$ cat src/rtl/chess_pkg.sv
// Shared chess definitions: sides, piece codes, move payload and turn_controller state encoding.
package chess_pkg;

  localparam int unsigned PIECE_W = 4;
  localparam int unsigned SQ_W    = 6;
  localparam int unsigned CNT_W   = 8;
  localparam int unsigned STATE_W = 3;

  localparam logic WHITE = 1'b1;
  localparam logic BLACK = 1'b0;

  typedef enum logic [PIECE_W-1:0] {
    P1 = 4'd0,  P2 = 4'd1,  P3 = 4'd2,  P4 = 4'd3,
    P5 = 4'd4,  P6 = 4'd5,  P7 = 4'd6,  P8 = 4'd7,
    R1 = 4'd8,  R2 = 4'd9,  N1 = 4'd10, N2 = 4'd11,
    B1 = 4'd12, B2 = 4'd13, Q1 = 4'd14, K1 = 4'd15
  } piece_e;

  typedef struct packed {
    logic [PIECE_W-1:0] piece;
    logic [SQ_W-1:0]    dest;
    logic               player;
  } move_t;

  localparam logic [STATE_W-1:0] S_IDLE    = 3'd0;
  localparam logic [STATE_W-1:0] S_LAUNCH  = 3'd1;
  localparam logic [STATE_W-1:0] S_WAIT_AI = 3'd2;
  localparam logic [STATE_W-1:0] S_ISSUE   = 3'd3;
  localparam logic [STATE_W-1:0] S_NEXT    = 3'd4;
  localparam logic [STATE_W-1:0] S_HALT    = 3'd5;

endpackage

$ cat src/rtl/turn_controller_if.sv
// Engine launch/completion and board-update move handshake between turn_controller and its peers.
interface turn_controller_if;
  import chess_pkg::*;

  logic               ai_en;
  logic               ai_pl;
  logic               ai_done;
  logic [PIECE_W-1:0] ai_piece;
  logic [SQ_W-1:0]    ai_move;
  logic               mv_valid;
  logic               mv_ready;
  logic [PIECE_W-1:0] mv_piece;
  logic [SQ_W-1:0]    mv_dest;
  logic               mv_player;

  modport master (
    output ai_en, ai_pl, mv_valid, mv_piece, mv_dest, mv_player,
    input  ai_done, ai_piece, ai_move, mv_ready
  );

  modport slave (
    input  ai_en, ai_pl, mv_valid, mv_piece, mv_dest, mv_player,
    output ai_done, ai_piece, ai_move, mv_ready
  );

endinterface

$ cat src/rtl/turn_watchdog.sv
// Search watchdog: counts WAIT_AI cycles, flags the last allowed cycle.
// Only compiled with TURN_TIMEOUT_EN defined.
`ifdef TURN_TIMEOUT_EN
module turn_watchdog #(
  parameter int unsigned TIMEOUT_CYCLES = 4096
) (
  input  logic clk,
  input  logic rst_n,
  input  logic clear,
  input  logic enable,
  output logic expired
);

  localparam int unsigned CW = 16;

  logic [CW-1:0] cnt;

  // cnt = search cycles already spent; expired is registered one cycle early so it is high during cycle TIMEOUT_CYCLES
  always_ff @(posedge clk or negedge rst_n) begin
    if (!rst_n) begin
      cnt     <= '0;
      expired <= 1'b0;
    end else if (clear) begin
      cnt     <= '0;
      expired <= (TIMEOUT_CYCLES == 1);
    end else if (enable) begin
      if (cnt != '1) cnt <= cnt + CW'(1);
      expired <= ((17'(cnt) + 17'd2) == 17'(TIMEOUT_CYCLES));
    end
  end

endmodule
`endif

$ cat src/rtl/turn_controller.sv
// Chess turn sequencer: launches the engine per ply, forwards its move over a valid/ready handshake.
// Optional search timeout enabled by defining TURN_TIMEOUT_EN.
module turn_controller
  import chess_pkg::*;
#(
  parameter int unsigned TIMEOUT_CYCLES = 4096,
  parameter int unsigned MAX_MOVES      = 200
) (
  input  logic              clk,
  input  logic              RST_N,
  input  logic              start,
  input  logic              stop,
  turn_controller_if.master io,
  output logic              busy,
  output logic              game_over,
  output logic              timeout_err,
  output logic [CNT_W-1:0]  move_count
);

  localparam logic [CNT_W-1:0] MAX_CNT = CNT_W'(MAX_MOVES);

  if (MAX_MOVES < 1 || MAX_MOVES > 255 || TIMEOUT_CYCLES < 1 || TIMEOUT_CYCLES > 65535) begin : g_param_check
    $error("turn_controller: MAX_MOVES or TIMEOUT_CYCLES out of range");
  end

  logic [STATE_W-1:0] state, next;
  logic               turn, turn_d;
  logic [CNT_W-1:0]   count_d;
  move_t              mv, mv_d;
  logic               seen_low, seen_low_d;
  logic               game_over_d, timeout_err_d;
  logic               busy_d, ai_en_d, mv_valid_d;
  logic               wdg_expired;

`ifdef TURN_TIMEOUT_EN
  turn_watchdog #(.TIMEOUT_CYCLES(TIMEOUT_CYCLES)) u_wdg (
    .clk     (clk),
    .rst_n   (RST_N),
    .clear   (state == S_LAUNCH),
    .enable  (state == S_WAIT_AI),
    .expired (wdg_expired)
  );
`else
  assign wdg_expired = 1'b0;
`endif

  // Next-state and next-output logic; stop freezes the datapath and forces IDLE
  always_comb begin
    next          = state;
    turn_d        = turn;
    count_d       = move_count;
    mv_d          = mv;
    seen_low_d    = seen_low;
    game_over_d   = game_over;
    timeout_err_d = timeout_err;
    busy_d        = 1'b0;
    ai_en_d       = 1'b0;
    mv_valid_d    = 1'b0;

    if (stop) begin
      next = S_IDLE;
    end else begin
      case (state)
        S_IDLE, S_HALT: begin
          if (start) begin
            next          = S_LAUNCH;
            turn_d        = WHITE;
            count_d       = '0;
            game_over_d   = 1'b0;
            timeout_err_d = 1'b0;
          end
        end
        S_LAUNCH: begin
          // a done still high from the previous search must be seen low before it counts
          seen_low_d = ~io.ai_done;
          next       = S_WAIT_AI;
        end
        S_WAIT_AI: begin
          if (io.ai_done && seen_low) begin
            mv_d.piece  = io.ai_piece;
            mv_d.dest   = io.ai_move;
            mv_d.player = turn;
            next        = S_ISSUE;
          end else begin
            if (!io.ai_done) seen_low_d = 1'b1;
            if (wdg_expired) begin
              next          = S_HALT;
              timeout_err_d = 1'b1;
            end
          end
        end
        S_ISSUE: begin
          if (io.mv_ready) next = S_NEXT;
        end
        S_NEXT: begin
          count_d = move_count + CNT_W'(1);
          turn_d  = (turn == WHITE) ? BLACK : WHITE;
          if (count_d == MAX_CNT) begin
            next        = S_HALT;
            game_over_d = 1'b1;
          end else begin
            next = S_LAUNCH;
          end
        end
        default: next = S_IDLE;
      endcase
    end

    busy_d     = (next == S_LAUNCH) || (next == S_WAIT_AI) || (next == S_ISSUE) || (next == S_NEXT);
    ai_en_d    = (next == S_LAUNCH);
    mv_valid_d = (next == S_ISSUE);
  end

  // State and registered outputs
  always_ff @(posedge clk or negedge RST_N) begin
    if (!RST_N) begin
      state       <= S_IDLE;
      turn        <= WHITE;
      move_count  <= '0;
      mv          <= '0;
      seen_low    <= 1'b0;
      game_over   <= 1'b0;
      timeout_err <= 1'b0;
      busy        <= 1'b0;
      io.ai_en    <= 1'b0;
      io.mv_valid <= 1'b0;
    end else begin
      state       <= next;
      turn        <= turn_d;
      move_count  <= count_d;
      mv          <= mv_d;
      seen_low    <= seen_low_d;
      game_over   <= game_over_d;
      timeout_err <= timeout_err_d;
      busy        <= busy_d;
      io.ai_en    <= ai_en_d;
      io.mv_valid <= mv_valid_d;
    end
  end

  assign io.ai_pl     = turn;
  assign io.mv_piece  = mv.piece;
  assign io.mv_dest   = mv.dest;
  assign io.mv_player = mv.player;

endmodule

$ cat src/flat_wrapper.sv
// flat-port wrapper written by rule: the top's interface ports become plain ports
module turn_controller_flat import chess_pkg::*;
#(
  parameter int unsigned TIMEOUT_CYCLES = 4096,
  parameter int unsigned MAX_MOVES      = 200
)
  (clk, RST_N, start, stop, busy, game_over, timeout_err, move_count, io_ai_en, io_ai_pl, io_mv_valid, io_mv_piece, io_mv_dest, io_mv_player, io_ai_done, io_ai_piece, io_ai_move, io_mv_ready);
  turn_controller_if io_i ();
  input  logic clk;
  input  logic RST_N;
  input  logic start;
  input  logic stop;
  output logic busy;
  output logic game_over;
  output logic timeout_err;
  output logic [CNT_W-1:0] move_count;
  output wire logic [$bits(io_i.ai_en)-1:0] io_ai_en;
  output wire logic [$bits(io_i.ai_pl)-1:0] io_ai_pl;
  output wire logic [$bits(io_i.mv_valid)-1:0] io_mv_valid;
  output wire logic [$bits(io_i.mv_piece)-1:0] io_mv_piece;
  output wire logic [$bits(io_i.mv_dest)-1:0] io_mv_dest;
  output wire logic [$bits(io_i.mv_player)-1:0] io_mv_player;
  input wire logic [$bits(io_i.ai_done)-1:0] io_ai_done;
  input wire logic [$bits(io_i.ai_piece)-1:0] io_ai_piece;
  input wire logic [$bits(io_i.ai_move)-1:0] io_ai_move;
  input wire logic [$bits(io_i.mv_ready)-1:0] io_mv_ready;
  assign io_ai_en = io_i.ai_en;
  assign io_ai_pl = io_i.ai_pl;
  assign io_mv_valid = io_i.mv_valid;
  assign io_mv_piece = io_i.mv_piece;
  assign io_mv_dest = io_i.mv_dest;
  assign io_mv_player = io_i.mv_player;
  assign io_i.ai_done = io_ai_done;
  assign io_i.ai_piece = io_ai_piece;
  assign io_i.ai_move = io_ai_move;
  assign io_i.mv_ready = io_mv_ready;
  turn_controller #(.TIMEOUT_CYCLES(TIMEOUT_CYCLES), .MAX_MOVES(MAX_MOVES)) u_core (.clk(clk), .RST_N(RST_N), .start(start), .stop(stop), .io(io_i), .busy(busy), .game_over(game_over), .timeout_err(timeout_err), .move_count(move_count));
endmodule
$ cat config.mk
export PLATFORM = sky130hd
export DESIGN_NAME = turn_controller_flat
export DESIGN_NICKNAME = d
export VERILOG_FILES = /design/src/rtl/chess_pkg.sv /design/src/rtl/turn_controller_if.sv /design/src/rtl/turn_watchdog.sv /design/src/rtl/turn_controller.sv /design/src/flat_wrapper.sv
export SDC_FILE = /design/constraint.sdc
export NUM_CORES = 1
export LEC_CHECK = 0
export CORE_ASPECT_RATIO = 0.6
export CORE_UTILIZATION = 45
export CTS_CLUSTER_SIZE = 12
export DETAILED_ROUTE_END_ITERATION = 10
export GPL_ROUTABILITY_DRIVEN = 0
export GPL_TIMING_DRIVEN = 0
export PLACE_DENSITY = 0.78
export SLEW_MARGIN = 20
export SYNTH_ARGS = -nofsm -noshare
export SYNTH_HDL_FRONTEND = slang
export SYNTH_SLANG_ARGS = --single-unit
$ cat constraint.sdc
create_clock -name clk -period 2.36 [get_ports clk]
set_input_delay 0.472 -clock clk [delete_from_list [all_inputs] [get_ports clk]]
set_output_delay 0.472 -clock clk [all_outputs]
set_load 0.1 [all_outputs]
==> results.ini, run 1 <==
[status]
status=complete, no violations

[routing]
wirelength_um=2620
drt_first_pass_iters=4
via_count=1042
wire_per_inst_um=12.8
via_per_inst=5.08
drtIter0Drc=71
drc=0
drtAntennaViolNets=0

[clock_network]
cts_buffer_depth=2
cts_tree=built
numClockSinks=28
ctsHoldBuffers=0
tritoncts.num_buffers=3
clkSlewWorstSetupHoldPaths_ns=0.09
worstSkewPairLatency_ns=0.26
htreeDepth=1
root_buffer=clkbuf_8

[global_route]
grt_pass1_vias=913
antenna_found_initial=0
grt_pass1_wl_um=4150
grt_start_max_net_pins=29
gr-total-overflow=0
grt_util_all_layers_pct=17.6

[timing]
period_minus_slack_ns=2.32
tns_ns=0
rsz0062_at_grt=false
fmax_mhz=432
slew_headroom_pct=34.1
hold_violations=0
period_share_pct=98.1
maxSlewViolCount=0
setup_viol=0
worst_pin_slew_ns=0.985
fin_skew_ns=0.000927

[synth]
synth_cell_types=38
synthMuxAreaShare_pct=10.2
synth_compound_area_share_pct=13.1
synth_top_family_by_area=simple AND/OR/NAND/NOR gates
syn_area_um2=1320
synthFlopType=dfrtp_1
synth_nets=140
synth_enable_flop_cells=0
synthSimpleGateAreaFrac_pct=16.0
async_reset_ff_share_pct=100
syn_avg_cell_area_um2=10.7
ys_ff_latch=28
netlist_instances=123
synth-adder-area-share_pct=1.71
synth_warnings=0
seq_area_frac_synth_pct=53.3
synthXorXnorAreaFrac_pct=2.66

[finish]
fill_cells=199
ff_latch_area_um2=708
design_area_um2=1810
fin_nets=184
area_growth_pct=37.5
antennaDiodeCount=0
final_cell_mix=32 x clkdlybuf4s50_1, 22 x dfrtp_1, 11 x mux2_2, 10 x nor2_1, 10 x o21ai_0
drive_gt1_share_pct=17.0
multi_input_area_um2=578
final_common_cell=clkdlybuf4s50_1

[critical_path]
arrival_ns=1.84
crit_fanout=7
r2r_start=u_core.state[0]
startpoint_type=register
critPathCaptureType=output pin
critPathKind=register to output pin
cp_top_family=buffers and inverters
reg2reg_slack_ns=0.37
worst_ep_required_time_ns=1.89
rr_endpoint=u_core.move_count[5]
ff2ff_path_depth=6
cpPeakStageDelay_ns=1.15
slowest_stage=clkdlybuf4s50_1
worst-path-buf-inv=1
worstPathCellList=clkdlybuf4s50_1

[placement]
hpwlAfterDp_um=2020
postPlaceCellArea_um2=1760
io_buffer_count=39

[pwr]
p_total_w=0.00154
p_leak_nw=0.877
p_clk_share_pct=16.0
ir_worst_vdd_mv=0.510
switching_power_w=0.000708
sw_frac_of_total_pct=45.9
p_seq_share_pct=38.0
combPwrFrac_pct=46.0
powerDensity_nw_per_um2=852
p_int_w=0.000835

[floorplan]
initial_core_util_pct=49.8
row_count=14
die_w_um=71.9
fp.coreArea_um2=2650
dieArea_um2=3160
num_io_pins=41
die_h_um=43.9

[worst_hold_path]
min_path_type=primary input to asynchronous set/reset pin

[run]
maxCapViolCount=0

## synth_stat cells (3+ instances only)
| cell | instances | area, µm² |
|---|---|---|
| dfrtp_1 | 27 | 676 |
| a21oi_1 | 6 | 30.0 |
| clkbuf_1 | 5 | 18.8 |
| inv_1 | 3 | 11.3 |
| a31oi_1 | 3 | 18.8 |
| nor2_1 | 10 | 37.5 |
| nor2b_1 | 3 | 18.8 |
| mux2_2 | 11 | 124 |
| nand2_1 | 8 | 30.0 |
| nand3_1 | 5 | 25.0 |
| o21ai_0 | 10 | 50.1 |
## how the worst max path moves through the flow
stage | from | to | cells past startpoint
after floorplan | u_core.move_count[6] | u_core.busy | 5
after CTS | u_core.move_count[5] | move_count[5] | 1
after detailed placement | start | u_core.move_count[5] | 7
after global placement | start | u_core.move_count[6] | 6
final | u_core.move_count[2] | move_count[2] | 1
after global routing | u_core.move_count[0] | move_count[0] | 1
## power by group through the flow
stage               sequential (W)  clock [W]  combinational, W
finish                    0.000586   0.000247          0.000710
global route              0.000596   0.000273          0.000730
CTS                       0.000587   0.000255          0.000712
detailed placement        0.000597          0          0.000717
global placement          0.000592          0          0.000712
floorplan                  0.00104          0         0.0000972
## cell type report
class	instances	area share [%]
Buffer	6	1.45
Clock buffer	3	2.28
Inverter	3	0.622
Multi-Input combinational cell	86	31.9
Sequential cell	28	39.1
Tap cell	40	2.76
Timing Repair Buffer	39	21.9
## stage by stage
stage / hold WS [ns] / worst slack [ns] / util [%] / instances
after floorplan: 0.176 / 0.00484 / - / 123
after global placement: 0.482 / 0.0294 / 66.7 / 202
after detailed placement: 0.492 / -0.0735 / 66.5 / 202
after CTS: 0.224 / 0.00104 / 68.0 / 205
after global routing: 0.251 / 0.00514 / 68.5 / 205
final: 0.195 / 0.0445 / 68.5 / 205
## state kept, by name, summed over array words and instances, names as in the netlist
name,cells
u_core.busy,1
u_core.game_over,1
u_core.io.ai_en,1
u_core.io.ai_pl,1
u_core.io.mv_dest,6
u_core.io.mv_piece,4
u_core.io.mv_player,1
u_core.io.mv_valid,1
u_core.move_count,8
u_core.seen_low,1
u_core.state,3
## kinds of logic after synthesis
kind of cell               count (synthesis)
AOI/OAI and AO/OA                         27
xor gates and xnor gates                   4
adders and majority gates                  2
buffers and inverters                      9
DFF                                       28
muxes                                     12
other                                      1
and+or+nand+nor                           40
## per-layer routing
layer	global-route usage, %	wire, µm	vias to the layer above
met5	0	0	-
met4	2.35	0	0
met3	5.35	116	0
met2	30.9	1240	21
met1	22.4	1270	501
li1	-	-	520
## timing repair
action,4_1_cts,5_1_grt
endpoints found under the setup margin,1,5
resized for setup,1,5
buffers inserted,0,0
No activity file was read; power rests on OpenSTA's default activity.
==> run 2, diff against run 1 <==
--- a/config.mk
+++ b/config.mk
@@ -6,12 +6,12 @@
 export NUM_CORES = 1
 export LEC_CHECK = 0
 export CORE_ASPECT_RATIO = 0.6
-export CORE_UTILIZATION = 45
+export CORE_UTILIZATION = 36
 export CTS_CLUSTER_SIZE = 12
 export DETAILED_ROUTE_END_ITERATION = 10
 export GPL_ROUTABILITY_DRIVEN = 0
 export GPL_TIMING_DRIVEN = 0
-export PLACE_DENSITY = 0.78
+export MAX_ROUTING_LAYER = met4
 export SLEW_MARGIN = 20
 export SYNTH_ARGS = -nofsm -noshare
 export SYNTH_HDL_FRONTEND = slang
==> run 2 against run 1 <==
Net effect: via count grew 2.2%; first-iteration DRC count rose by 7.0%; utilization decreased by 14 points; worst setup slack gained 0.012 ns; sequential cell count is the same; clock power grew 51%; count of clock-buffer cells in the layout is the same; register-to-register slack about the same; cell area is 2.1% higher; critical endpoint is now move_count[1]; largest cell class unchanged.
==> results.ini, run 2 (synthesis results as in run 1) <==
[status]
status=complete, no violations  ; unchanged

[global_route]
antenna_found_initial=0  ; unchanged
grt_pass1_vias=973  ; was 913
grt_start_max_net_pins=29  ; unchanged
grt_pass1_wl_um=4660  ; was 4150 µm
gr-total-overflow=0  ; unchanged
grt_util_all_layers_pct=16.1  ; was 17.6%

[finish]
fin_nets=184  ; unchanged
antennaDiodeCount=0  ; unchanged
area_growth_pct=40.4  ; was 37.5%
final_common_cell=clkdlybuf4s50_1  ; unchanged
utilization_pct=55.0  ; was 68.5%
final_cell_mix=30 x clkdlybuf4s50_1, 22 x dfrtp_1, 11 x mux2_2, 10 x nor2_1, 10 x o21ai_0  ; was 32 x clkdlybuf4s50_1, 22 x dfrtp_1, 11 x mux2_2, 10 x nor2_1, 10 x o21ai_0
largest_reg_flops=8  ; unchanged
top_register=u_core.move_count  ; unchanged
drive_gt1_share_pct=17.5  ; was 17.0%
design_area_um2=1850  ; was 1810 µm²

[critical_path]
critPathKind=register to output pin  ; unchanged
worst-path-buf-inv=1  ; unchanged
crit_fanout=5  ; was 7
startpoint_type=register  ; unchanged
worstPathCellList=clkdlybuf4s50_1  ; unchanged
worst_ep_required_time_ns=1.89  ; about the same
cp_top_family=buffers and inverters  ; unchanged
arrival_ns=1.83  ; was 1.84 ns
cpPeakStageDelay_ns=1.14  ; was 1.15 ns
critPathCaptureType=output pin  ; unchanged
slowest_stage=clkdlybuf4s50_1  ; unchanged

[clock_network]
tritoncts.num_buffers=3  ; unchanged
htreeDepth=1  ; unchanged
clkSlewWorstSetupHoldPaths_ns=0.10  ; was 0.09 ns
worstSkewPairLatency_ns=0.27  ; was 0.26 ns
cts_buffer_depth=2  ; unchanged
numClockSinks=28  ; unchanged
root_buffer=clkbuf_8  ; unchanged
ctsHoldBuffers=0  ; unchanged
cts_tree=built  ; unchanged

[routing]
via_per_inst=5.05  ; was 5.08
wire_per_inst_um=13.1  ; was 12.8 µm
wirelength_um=2770  ; was 2620 µm
drtAntennaViolNets=0  ; unchanged
via_count=1065  ; was 1042
drc=0  ; unchanged
drt_first_pass_iters=4  ; unchanged
drtIter0Drc=76  ; was 71

[pwr]
combPwrFrac_pct=42.4  ; was 46.0%
p_seq_share_pct=35.3  ; was 38.0%
sw_frac_of_total_pct=43.2  ; was 45.9%
p_clk_share_pct=22.3  ; was 16.0%
ir_worst_vdd_mv=0.713  ; was 0.510 mV
p_leak_nw=0.914  ; was 0.877 nW
p_int_w=0.000948  ; was 0.000835 W
switching_power_w=0.000720  ; was 0.000708 W
powerDensity_nw_per_um2=902  ; was 852 nW/µm²

[floorplan]
fp.coreArea_um2=3360  ; was 2650 µm²
num_io_pins=41  ; unchanged
die_h_um=48.9  ; was 43.9 µm
row_count=16  ; was 14
initial_core_util_pct=39.2  ; was 49.8%
dieArea_um2=3910  ; was 3160 µm²
die_w_um=80.1  ; was 71.9 µm

[timing]
rsz0062_at_grt=false  ; unchanged
worst_pin_slew_ns=0.983  ; was 0.985 ns
setup_viol=0  ; unchanged
hold_violations=0  ; unchanged
maxSlewViolCount=0  ; unchanged
period_share_pct=97.6  ; was 98.1%
tns_ns=0  ; unchanged
fin_skew_ns=0.00781  ; was 0.000927 ns
period_minus_slack_ns=2.30  ; was 2.32 ns
hold_slack_ns=0.196  ; was 0.195 ns
slew_headroom_pct=34.3  ; was 34.1%
fmax_mhz=434  ; was 432 MHz

[worst_hold_path]
min_path_type=primary input to asynchronous set/reset pin  ; unchanged

[run]
maxCapViolCount=0  ; unchanged

[placement]
hpwlAfterDp_um=2120  ; was 2020 µm
io_buffer_count=39  ; unchanged
postPlaceCellArea_um2=1770  ; was 1760 µm²

[run 2: cell count changes in the layout (fill, tap and decap cells not counted)]
cell / delta
bufinv_16: +1
dlymetal6s2s_1: +1
clkdlybuf4s50_1: -2
dlygate4sd2_1: +1
[run 2: what timing repair did]
item                       in CTS  in global routing
setup buffers                   0                  0
resized for setup               2                  6
setup endpoints to repair       2                  6
pin swaps                       0                  0
[run 2: layer usage]
| metal | vias to the layer above | wire (µm) | global-route usage [%] |
|---|---|---|---|
| met5 | - | 0 | - |
| met4 | 0 | 16 | 2.68 |
| met3 | 4 | 157 | 4.49 |
| met2 | 34 | 1240 | 23.4 |
| met1 | 508 | 1360 | 22.8 |
| li1 | 519 | - | - |
[run 2: cell type report]
type | count | area (µm²)
Buffer | 6 | 26.3
Clock buffer | 3 | 41.3
Clock inverter | 1 | 30.0
Fill cell | 285 | 1510
Inverter | 3 | 11.3
Multi-Input combinational cell | 86 | 578
Sequential cell | 28 | 708
Tap cell | 45 | 56.3
Timing Repair Buffer | 39 | 398
[run 2: stage by stage]
step	worst slack (ns)	std cells	power [W]
5_1_grt	0.0108	211	0.00173
2_1_floorplan	0.00484	123	0.00113
4_1_cts	0.00256	211	0.00168
3_3_place_gp	0.0292	207	0.00131
6_report	0.0566	211	0.00167
3_5_place_dp	-0.0477	207	0.00131
[run 2: final timing paths]
| path | end | slack, ns | cells after the start | startpoint |
|---|---|---|---|---|
| worst min register to register | u_core.io.ai_pl | 0.50 | 2 | u_core.io.ai_pl |
| worst max register to register | u_core.move_count[5] | 0.37 | 6 | u_core.state[0] |
| max in group asynchronous | u_core.move_count[2] | 1.73 | 1 | RST_N |
| worst min-delay path | u_core.move_count[5] | 0.20 | 1 | RST_N |
| worst max-delay path | move_count[1] | 0.06 | 1 | u_core.move_count[1] |
| min in group clk | u_core.io.ai_pl | 0.50 | 2 | u_core.io.ai_pl |
[run 2: power by group through the flow]
stage / Combinational (W) / Sequential [W] / Clock [W]
floorplan: 0.0000972 / 0.00104 / 0
global placement: 0.000715 / 0.000595 / 0
detailed placement: 0.000715 / 0.000599 / 0
CTS: 0.000711 / 0.000590 / 0.000383
global route: 0.000733 / 0.000599 / 0.000401
finish: 0.000707 / 0.000588 / 0.000372
